## config.mk

```make
export PLATFORM = sky130hd
export DESIGN_NAME = lsu_bypass_window
export DESIGN_NICKNAME = d
export VERILOG_FILES = /design/src/rtl/ariane_pkg.sv /design/src/rtl/reorder_hazard_chk.sv /design/src/rtl/lsu_bypass_window.sv
export SDC_FILE = /design/constraint.sdc
export NUM_CORES = 1
export LEC_CHECK = 0
export BUFFER_PORTS_ARGS = -buffer_cell sky130_fd_sc_hd__buf_2
export CORE_MARGIN = 8
export CORE_UTILIZATION = 33
export DETAILED_ROUTE_END_ITERATION = 8
export GPL_ROUTABILITY_DRIVEN = 0
export HOLD_SLACK_MARGIN = 0.15
export PLACE_DENSITY = 0.6
export SLEW_MARGIN = 20
export SYNTH_ARGS = -nofsm -noshare
export SYNTH_HDL_FRONTEND = slang
export SYNTH_SLANG_ARGS = --single-unit
export TNS_END_PERCENT = 5
```

## constraint.sdc

```tcl
create_clock -name clk_i -period 10.24 [get_ports clk_i]
set_input_delay 0.512 -clock clk_i [delete_from_list [all_inputs] [get_ports clk_i]]
set_output_delay 0.512 -clock clk_i [all_outputs]
set_load 0.01 [all_outputs]
```

## src/rtl/ariane_pkg.sv

```systemverilog
// Shared types for the issue-side reorder window: scoreboard entry, functional unit
// encoding and the per-slot window entry.
package ariane_pkg;

  typedef enum logic [2:0] {
    NONE,
    LOAD,
    STORE,
    ALU,
    CTRL_FLOW,
    MULT,
    CSR
  } fu_t;

  typedef struct packed {
    logic [31:0] pc;
    fu_t         fu;
    logic [4:0]  rs1;
    logic [4:0]  rs2;
    logic [4:0]  rd;
  } scoreboard_entry_t;

  typedef struct packed {
    scoreboard_entry_t sbe;
    logic              valid;
    logic              is_ctrl_flow;
  } reorder_entry_t;

  function automatic logic is_mem_op(fu_t fu);
    return (fu == LOAD) || (fu == STORE);
  endfunction

endpackage

```

## src/rtl/reorder_hazard_chk.sv

```systemverilog
// Pairwise RAW/WAR/WAW check between an older and a younger scoreboard entry.
// Register fields are compared raw; x0 is deliberately not treated specially.
module reorder_hazard_chk
  import ariane_pkg::*;
(
  input  scoreboard_entry_t older_i,
  input  scoreboard_entry_t younger_i,
  output logic              hazard_o
);

  logic raw, war, waw;

  assign raw = (younger_i.rs1 == older_i.rd) || (younger_i.rs2 == older_i.rd);
  assign war = (younger_i.rd == older_i.rs1) || (younger_i.rd == older_i.rs2);
  assign waw = (younger_i.rd == older_i.rd);

  assign hazard_o = raw || war || waw;

  logic unused_fields;
  assign unused_fields = ^{older_i.pc, older_i.fu, younger_i.pc, younger_i.fu};

endmodule

```

## src/rtl/lsu_bypass_window.sv

```systemverilog
// In-order issue window that lets independent non-memory ops overtake a head
// memory op stalled on the LSU. Optional perf counter: LSU_BYPASS_PERF_CNT_EN.
module lsu_bypass_window
  import ariane_pkg::*;
#(
  parameter int unsigned DEPTH      = 4,
  parameter int unsigned MAX_BYPASS = 2
) (
  input  logic              clk_i,
  input  logic              rst_ni,
  input  logic              flush_i,
  input  logic              debug_req_i,
  input  scoreboard_entry_t issue_entry_i,
  input  logic              issue_entry_valid_i,
  input  logic              is_ctrl_flow_i,
  output logic              issue_instr_ack_o,
  output scoreboard_entry_t issue_entry_o,
  output logic              issue_entry_valid_o,
  output logic              is_ctrl_flow_o,
  input  logic              issue_instr_ack_i,
  input  logic              lsu_ready_i
`ifdef LSU_BYPASS_PERF_CNT_EN
  ,
  output logic [31:0]       bypass_cnt_o
`endif
);

  localparam int unsigned IdxW = (DEPTH > 1) ? $clog2(DEPTH) : 1;
  localparam int unsigned CntW = $clog2(DEPTH + 1);

  reorder_entry_t  win_q [DEPTH];
  reorder_entry_t  win_d [DEPTH];
  logic [CntW-1:0] byp_cnt_q, byp_cnt_d;
  logic            lock_q, lock_d;
  logic [IdxW-1:0] lock_idx_q, lock_idx_d;

  logic [CntW-1:0] occ;
  logic [CntW-1:0] tail;
  logic            cand_found;
  logic [IdxW-1:0] cand_idx;
  logic            bypass_ok;
  logic [IdxW-1:0] sel;
  logic            deq, enq;
  logic            bypass_taken;

  // haz[j][i]: entry j conflicts with older entry i (only i < j is populated)
  logic [DEPTH-1:1][DEPTH-1:0] haz;

  for (genvar j = 1; j < DEPTH; j++) begin : g_row
    for (genvar i = 0; i < DEPTH; i++) begin : g_col
      if (i < j) begin : g_chk
        reorder_hazard_chk u_chk (
          .older_i   (win_q[i].sbe),
          .younger_i (win_q[j].sbe),
          .hazard_o  (haz[j][i])
        );
      end else begin : g_none
        assign haz[j][i] = 1'b0;
      end
    end
  end

  always_comb begin
    occ = '0;
    for (int k = 0; k < DEPTH; k++) begin
      occ = occ + CntW'(win_q[k].valid);
    end
  end

  // Descending scan so the oldest qualifying entry wins
  always_comb begin
    cand_found = 1'b0;
    cand_idx   = '0;
    for (int j = DEPTH - 1; j >= 1; j--) begin
      if (win_q[j].valid && !is_mem_op(win_q[j].sbe.fu) && (win_q[j].sbe.fu != CTRL_FLOW) &&
          !(|haz[j])) begin
        cand_found = 1'b1;
        cand_idx   = IdxW'(j);
      end
    end
  end

  assign bypass_ok = win_q[0].valid && is_mem_op(win_q[0].sbe.fu) && !lsu_ready_i &&
                     !debug_req_i && (byp_cnt_q < CntW'(MAX_BYPASS)) && cand_found;

  // A presented bypass is held until consumed, unless the LSU frees up
  assign sel = (lock_q && !lsu_ready_i && !debug_req_i) ? lock_idx_q :
               (bypass_ok ? cand_idx : '0);

  assign issue_entry_valid_o = (occ != '0);
  assign issue_instr_ack_o   = (occ < CntW'(DEPTH));
  assign issue_entry_o       = issue_entry_valid_o ? win_q[sel].sbe : '0;
  assign is_ctrl_flow_o      = issue_entry_valid_o && win_q[sel].is_ctrl_flow;

  assign deq          = issue_instr_ack_i && issue_entry_valid_o;
  assign enq          = issue_entry_valid_i && issue_instr_ack_o;
  assign bypass_taken = deq && (sel != '0) && !flush_i;
  assign tail         = occ - CntW'(deq);

  always_comb begin
    win_d = win_q;
    if (deq) begin
      for (int k = 0; k < DEPTH - 1; k++) begin
        if (k >= int'(sel)) win_d[k] = win_q[k+1];
      end
      win_d[DEPTH-1] = '0;
    end
    if (enq) begin
      for (int k = 0; k < DEPTH; k++) begin
        if (CntW'(k) == tail) begin
          win_d[k] = '{sbe: issue_entry_i, valid: 1'b1, is_ctrl_flow: is_ctrl_flow_i};
        end
      end
    end
    if (flush_i) begin
      for (int k = 0; k < DEPTH; k++) win_d[k] = '0;
    end
  end

  always_comb begin
    byp_cnt_d  = byp_cnt_q;
    lock_d     = issue_entry_valid_o && !deq && (sel != '0);
    lock_idx_d = sel;
    if (deq) byp_cnt_d = (sel != '0) ? byp_cnt_q + CntW'(1) : '0;
    if (flush_i) begin
      byp_cnt_d = '0;
      lock_d    = 1'b0;
    end
  end

  always_ff @(posedge clk_i or negedge rst_ni) begin
    if (!rst_ni) begin
      for (int k = 0; k < DEPTH; k++) win_q[k] <= '0;
      byp_cnt_q  <= '0;
      lock_q     <= 1'b0;
      lock_idx_q <= '0;
    end else begin
      win_q      <= win_d;
      byp_cnt_q  <= byp_cnt_d;
      lock_q     <= lock_d;
      lock_idx_q <= lock_idx_d;
    end
  end

`ifdef LSU_BYPASS_PERF_CNT_EN
  logic [31:0] perf_cnt_q, perf_cnt_d;

  assign perf_cnt_d   = (bypass_taken && (perf_cnt_q != '1)) ? perf_cnt_q + 32'd1 : perf_cnt_q;
  assign bypass_cnt_o = perf_cnt_q;

  always_ff @(posedge clk_i or negedge rst_ni) begin
    if (!rst_ni) perf_cnt_q <= '0;
    else         perf_cnt_q <= perf_cnt_d;
  end
`else
  logic unused_bypass_taken;
  assign unused_bypass_taken = bypass_taken;
`endif

endmodule

```

Word-level counts from Yosys, hierarchy flattened

Cells that the tools add are included.

Register bits: 214
Bits of input ports: 58
Output and inout bits: 53

Add/sub/neg operators: 5
$lt $le $gt $ge: 6
Equality and inequality tests: 44
Muxes and demuxes: 26
Bitwise operators: 1
Reductions and logical operators: 64

Operator list:

| kind                | count |
|---|---|
| $mux 208            | 3 |
| $mux 52             | 9 |
| $eq 5x5->1          | 30 |
| $bmux 52 s2         | 1 |
| $mux 50             | 1 |
| $logic_or 1x1->1    | 28 |
| $logic_and 1x1->1   | 21 |
| $eq 3x1->1 const B  | 4 |
| $eq 3x2->1 const B  | 4 |
| $mux 2              | 5 |
| $logic_not 1->1     | 9 |
| $mux 3              | 3 |
| $ne 3x3->1 const B  | 3 |
| $eq 2x3->1 const A  | 2 |
| $ge 1x2->1 const A  | 2 |
| $mux 1              | 4 |
| $reduce_bool 2->1   | 2 |
| $add 2x1->3         | 1 |
| $add 3x1->3         | 1 |
| $add 3x1->3 const B | 1 |
| $eq 1x3->1 const A  | 1 |
| $ge 3x3->1 const B  | 1 |
| $logic_not 3->1     | 1 |
| $lt 3x2->1 const B  | 1 |
| 8 further kinds     | 8 |

Logic depth before layout (Yosys ltp)

Word-level depth: 19
Mapped depth: 17
Mapped depth without buffers: 15

By module

From an unflattened synthesis, not the netlist that was laid out.

Cell total of the unflattened synthesis: 1462
Area, all modules: 13092.6 um2

By module, submodules not included:

| module             | instances | cells each | area each (um2) | sequential area each (um2) |
|---|---|---|---|---|
| lsu_bypass_window  | 1         | 1240       | 11410.9         | 5355.1 |
| reorder_hazard_chk | 6         | 37         | 280.3           | 0.0 |

Least setup slack after synthesis

Ideal clock, no wire load.

Kind: register -> register
Start point: register win_q[1] (netlist bit)
End point: register win_q[10] (netlist bit)
Arrival: 3.510 ns
Data required time: 10.174 ns
Path slack: 6.663 ns
Stages on the path, launching flop included: 14
Path buffers: 1
Clock period less this slack: 3.577 ns
Path through: dfrtp_1 > fa_1 > ha_1 > ha_1 > inv_1 > nand3_1 > nand2_1 > inv_1 > ha_1 > ha_1 > or3_1 > nor2_1 > clkbuf_1 > a22o_1

RTL lines:

| element                | RTL line                 | source |
|---|---|---|
| start, declared        | lsu_bypass_window.sv:31  | `reorder_entry_t win_q [DEPTH];` |
| start signal, assigned | lsu_bypass_window.sv:138 | `win_q <= win_d;` |

==> impl_metrics.ini <==
[outcome]
status = completed

[drt]
post_drt_wl_per_cell_microns = 23.6
post-route-drc-count = 0
first_iter_violations = 1073
final_antenna_net_count = 0
vias_per_cell = 5.95
routed_wl_mm = 47.1
via_count = 11900
dr.pass1.iters = 7

[logic_synthesis]
ys_warn_count = 0
netlist.area_leader.share = 0.391
synth_xor_area_frac = 0.0986
ys.flop_type = dfrtp_1
yosys.area.top_type = dfrtp_1
synth_edf_count = 0
synth_cells = 1460
synth_adder_area_share = 0.00604
synth_compound_area_frac = 0.208
ys_ff_latch = 214
syn_nets = 1524
synth_simple_gate_area_share = 0.112
yosysMostFrequentCell = dfrtp_1
ys_types = 51
synthTopCellsByCount = dfrtp_1 (214), nor2_1 (165), mux2i_1 (154)
async_flop_share = 1.00
synth_area_leaders = dfrtp_1 (39%), mux2i_1 (11%), a211oi_1 (5.7%), xor2_1 (5.4%), nor2_1 (4.5%)
synth_area_sq_mm = 0.0137
synthMuxAreaShare = 0.113
synth_top_family_by_area = compound AO/OA/AOI/OAI gates
synth.avg_cell_area_sq_um = 9.37
yosysSeqAreaShare = 0.391

[sta]
setup_ws_ns = 5.15
period_share = 0.497
finClkSkew_ns = 0.0137
setup_viol = 0
slew_viol_final = 0
min_period_ns = 5.09
max_slew.worst_pin.slew_ns = 1.14
slew_headroom = 0.241
rsz0062_at_grt = false
max_clock_freq_ghz = 0.197
setup_tns_ns = 0
hold_viol = 0

[die]
initial_core_util = 0.334
dieArea_sq_mm = 0.0482
ioPinCount = 111
die_w_microns = 220
core.rowCount = 74
core_region_area_sq_mm = 0.0409
fp.dieH_microns = 220

[pwr]
p_per_area_mw_per_mm2 = 323
p_sw_mw = 2.35
p_leak_nw = 6.27
clkPwrFrac = 0.181
sequentialPowerShare = 0.292
internal-power_mw = 2.51
p_comb_frac = 0.528
vdd_drop_max_v = 0.000193
switching_share = 0.483

[clock_network]
clock_path_buffers = 3
worstSkewPairLatency_ns = 0.54
cts_max_level = 1
clock_sinks = 214
post_cts_buffers = 0
cts_tree = built
holdBufCountCts = 1
post_cts_resized = 0
cts-buffers-inserted = 25
clk_pin_slew_ns = 0.06
cts-root-buf = clkbuf_16

[placed_design]
place_ws_ns = 5.69
io_buffers = 110
hpwlAfterDp_mm = 27.8
placed_cells = 1944

[hold_path]
hp-class = in -> reg
holdPathStages = 2

[setup_path]
ff2ff_path_depth = 13
crit_path_max_fanout = 27
critical_path_class = reg -> out
end_kind = output port
crit_required_ns = 9.73
cp-start-kind = flip-flop
cp_data_arrival_time_ns = 4.58

[global_route]
grt_pass1_wl_mm = 73.4
grt_usage = 0.191
grt_pass1_vias = 11900
grt_overflow = 0
grt_start_max_net_pins = 89
antenna_found_initial = 2

[final_layout]
drive_gt1_frac = 0.126
instances_no_fill = 1992
syn_to_final_growth_pct = 9.83
finish.net_count = 1505

[run]
maxCapViolCount = 0
==> flip-flops by register name, summed over array words and instances (netlist names) <==
signal	flops
win_q	208
byp_cnt_q	3
lock_idx_q	2
lock_q	1
==> stage by stage <==
| stage | power (mW) | utilization | hold WS, ns | cell area (sq um) |
|---|---|---|---|---|
| floorplan | 3.22 | - | 0.216 | 13700 |
| global placement | 3.90 | 0.347 | 0.504 | 14200 |
| detailed placement | 3.96 | 0.347 | 0.514 | 14200 |
| CTS | 4.85 | 0.366 | 0.214 | 15000 |
| global route | 5.16 | 0.367 | 0.227 | 15000 |
| finish | 4.86 | 0.367 | 0.231 | 15000 |
==> power groups by stage <==
stage	Clock [mW]	Sequential (mW)	Combinational, mW
6_report	0.877	1.42	2.56
5_1_grt	0.929	1.44	2.79
4_1_cts	0.894	1.41	2.55
3_5_place_dp	0	1.42	2.54
3_3_place_gp	0	1.41	2.49
2_1_floorplan	0	1.20	2.02
==> layout by cell type (no fill, tap or decap), types with 52 or more instances in the layout <==
cell type	n
a41oi_1	52
mux2i_1	154
o21ai_0	57
xor2_1	84
xnor2_1	70
buf_2	108
dfrtp_1	214
a311oi_1	52
nor2_1	163
nand2_1	109
a211oi_1	102
==> logic make-up (layout without fill, tap and decap cells) <==
family / Yosys count / after routing
AO/OA/AOI/OAI: 382 / 382
XOR/XNOR: 154 / 154
adder cells (fa/ha/maj): 6 / 6
buffers and inverters: 184 / 182
flip-flops: 214 / 214
multiplexers: 155 / 155
other: 0 / 2
AND/OR/NAND/NOR: 365 / 365
==> routing by layer <==
metal / up-vias / wire [microns] / GRT usage
met5: - / 0 / 0
met4: 0 / 1170 / 0.0563
met3: 76 / 3330 / 0.0284
met2: 499 / 21600 / 0.296
met1: 6007 / 20900 / 0.271
li1: 5278 / - / -
==> worst max-delay path, cell delays in order, from the launching register on <==
cell and delay (ns):
dfrtp_1 0.84, xnor2_1 0.16, nand3_1 0.11, nor3_1 0.07, nor4_1 0.35, nand4_1 0.32
o211a_1 0.38, o21ai_4 0.89, buf_4 0.50, o22ai_1 0.19, buf_2 0.20
==> worst paths after layout <==
| kind | start | to | slack (ns) |
|---|---|---|---|
| min in group asynchronous | rst_ni | win_q[186]$_DFF_PN0_ | 0.55 |
| max reg2reg | win_q[1]$_DFF_PN0_ | win_q[21]$_DFF_PN0_ | 5.63 |
| min reg2reg | win_q[27]$_DFF_PN0_ | win_q[27]$_DFF_PN0_ | 0.53 |
| max in group asynchronous | rst_ni | win_q[34]$_DFF_PN0_ | 8.41 |
| min | issue_instr_ack_i | lock_q$_DFF_PN0_ | 0.23 |
| max | win_q[110]$_DFF_PN0_ | issue_entry_o[33] | 5.15 |
==> final cells by class <==
type	instances	area (sq um)
antenna	2	5.00
sequential	214	5360
clock inverter	3	43.8
clock buffer	41	736
timing repair buffer	132	751
fill	4114	25900
multi-input combinational	1062	7440
tap	532	666
inverter	6	27.5
Power figures use the tool's default switching activity.
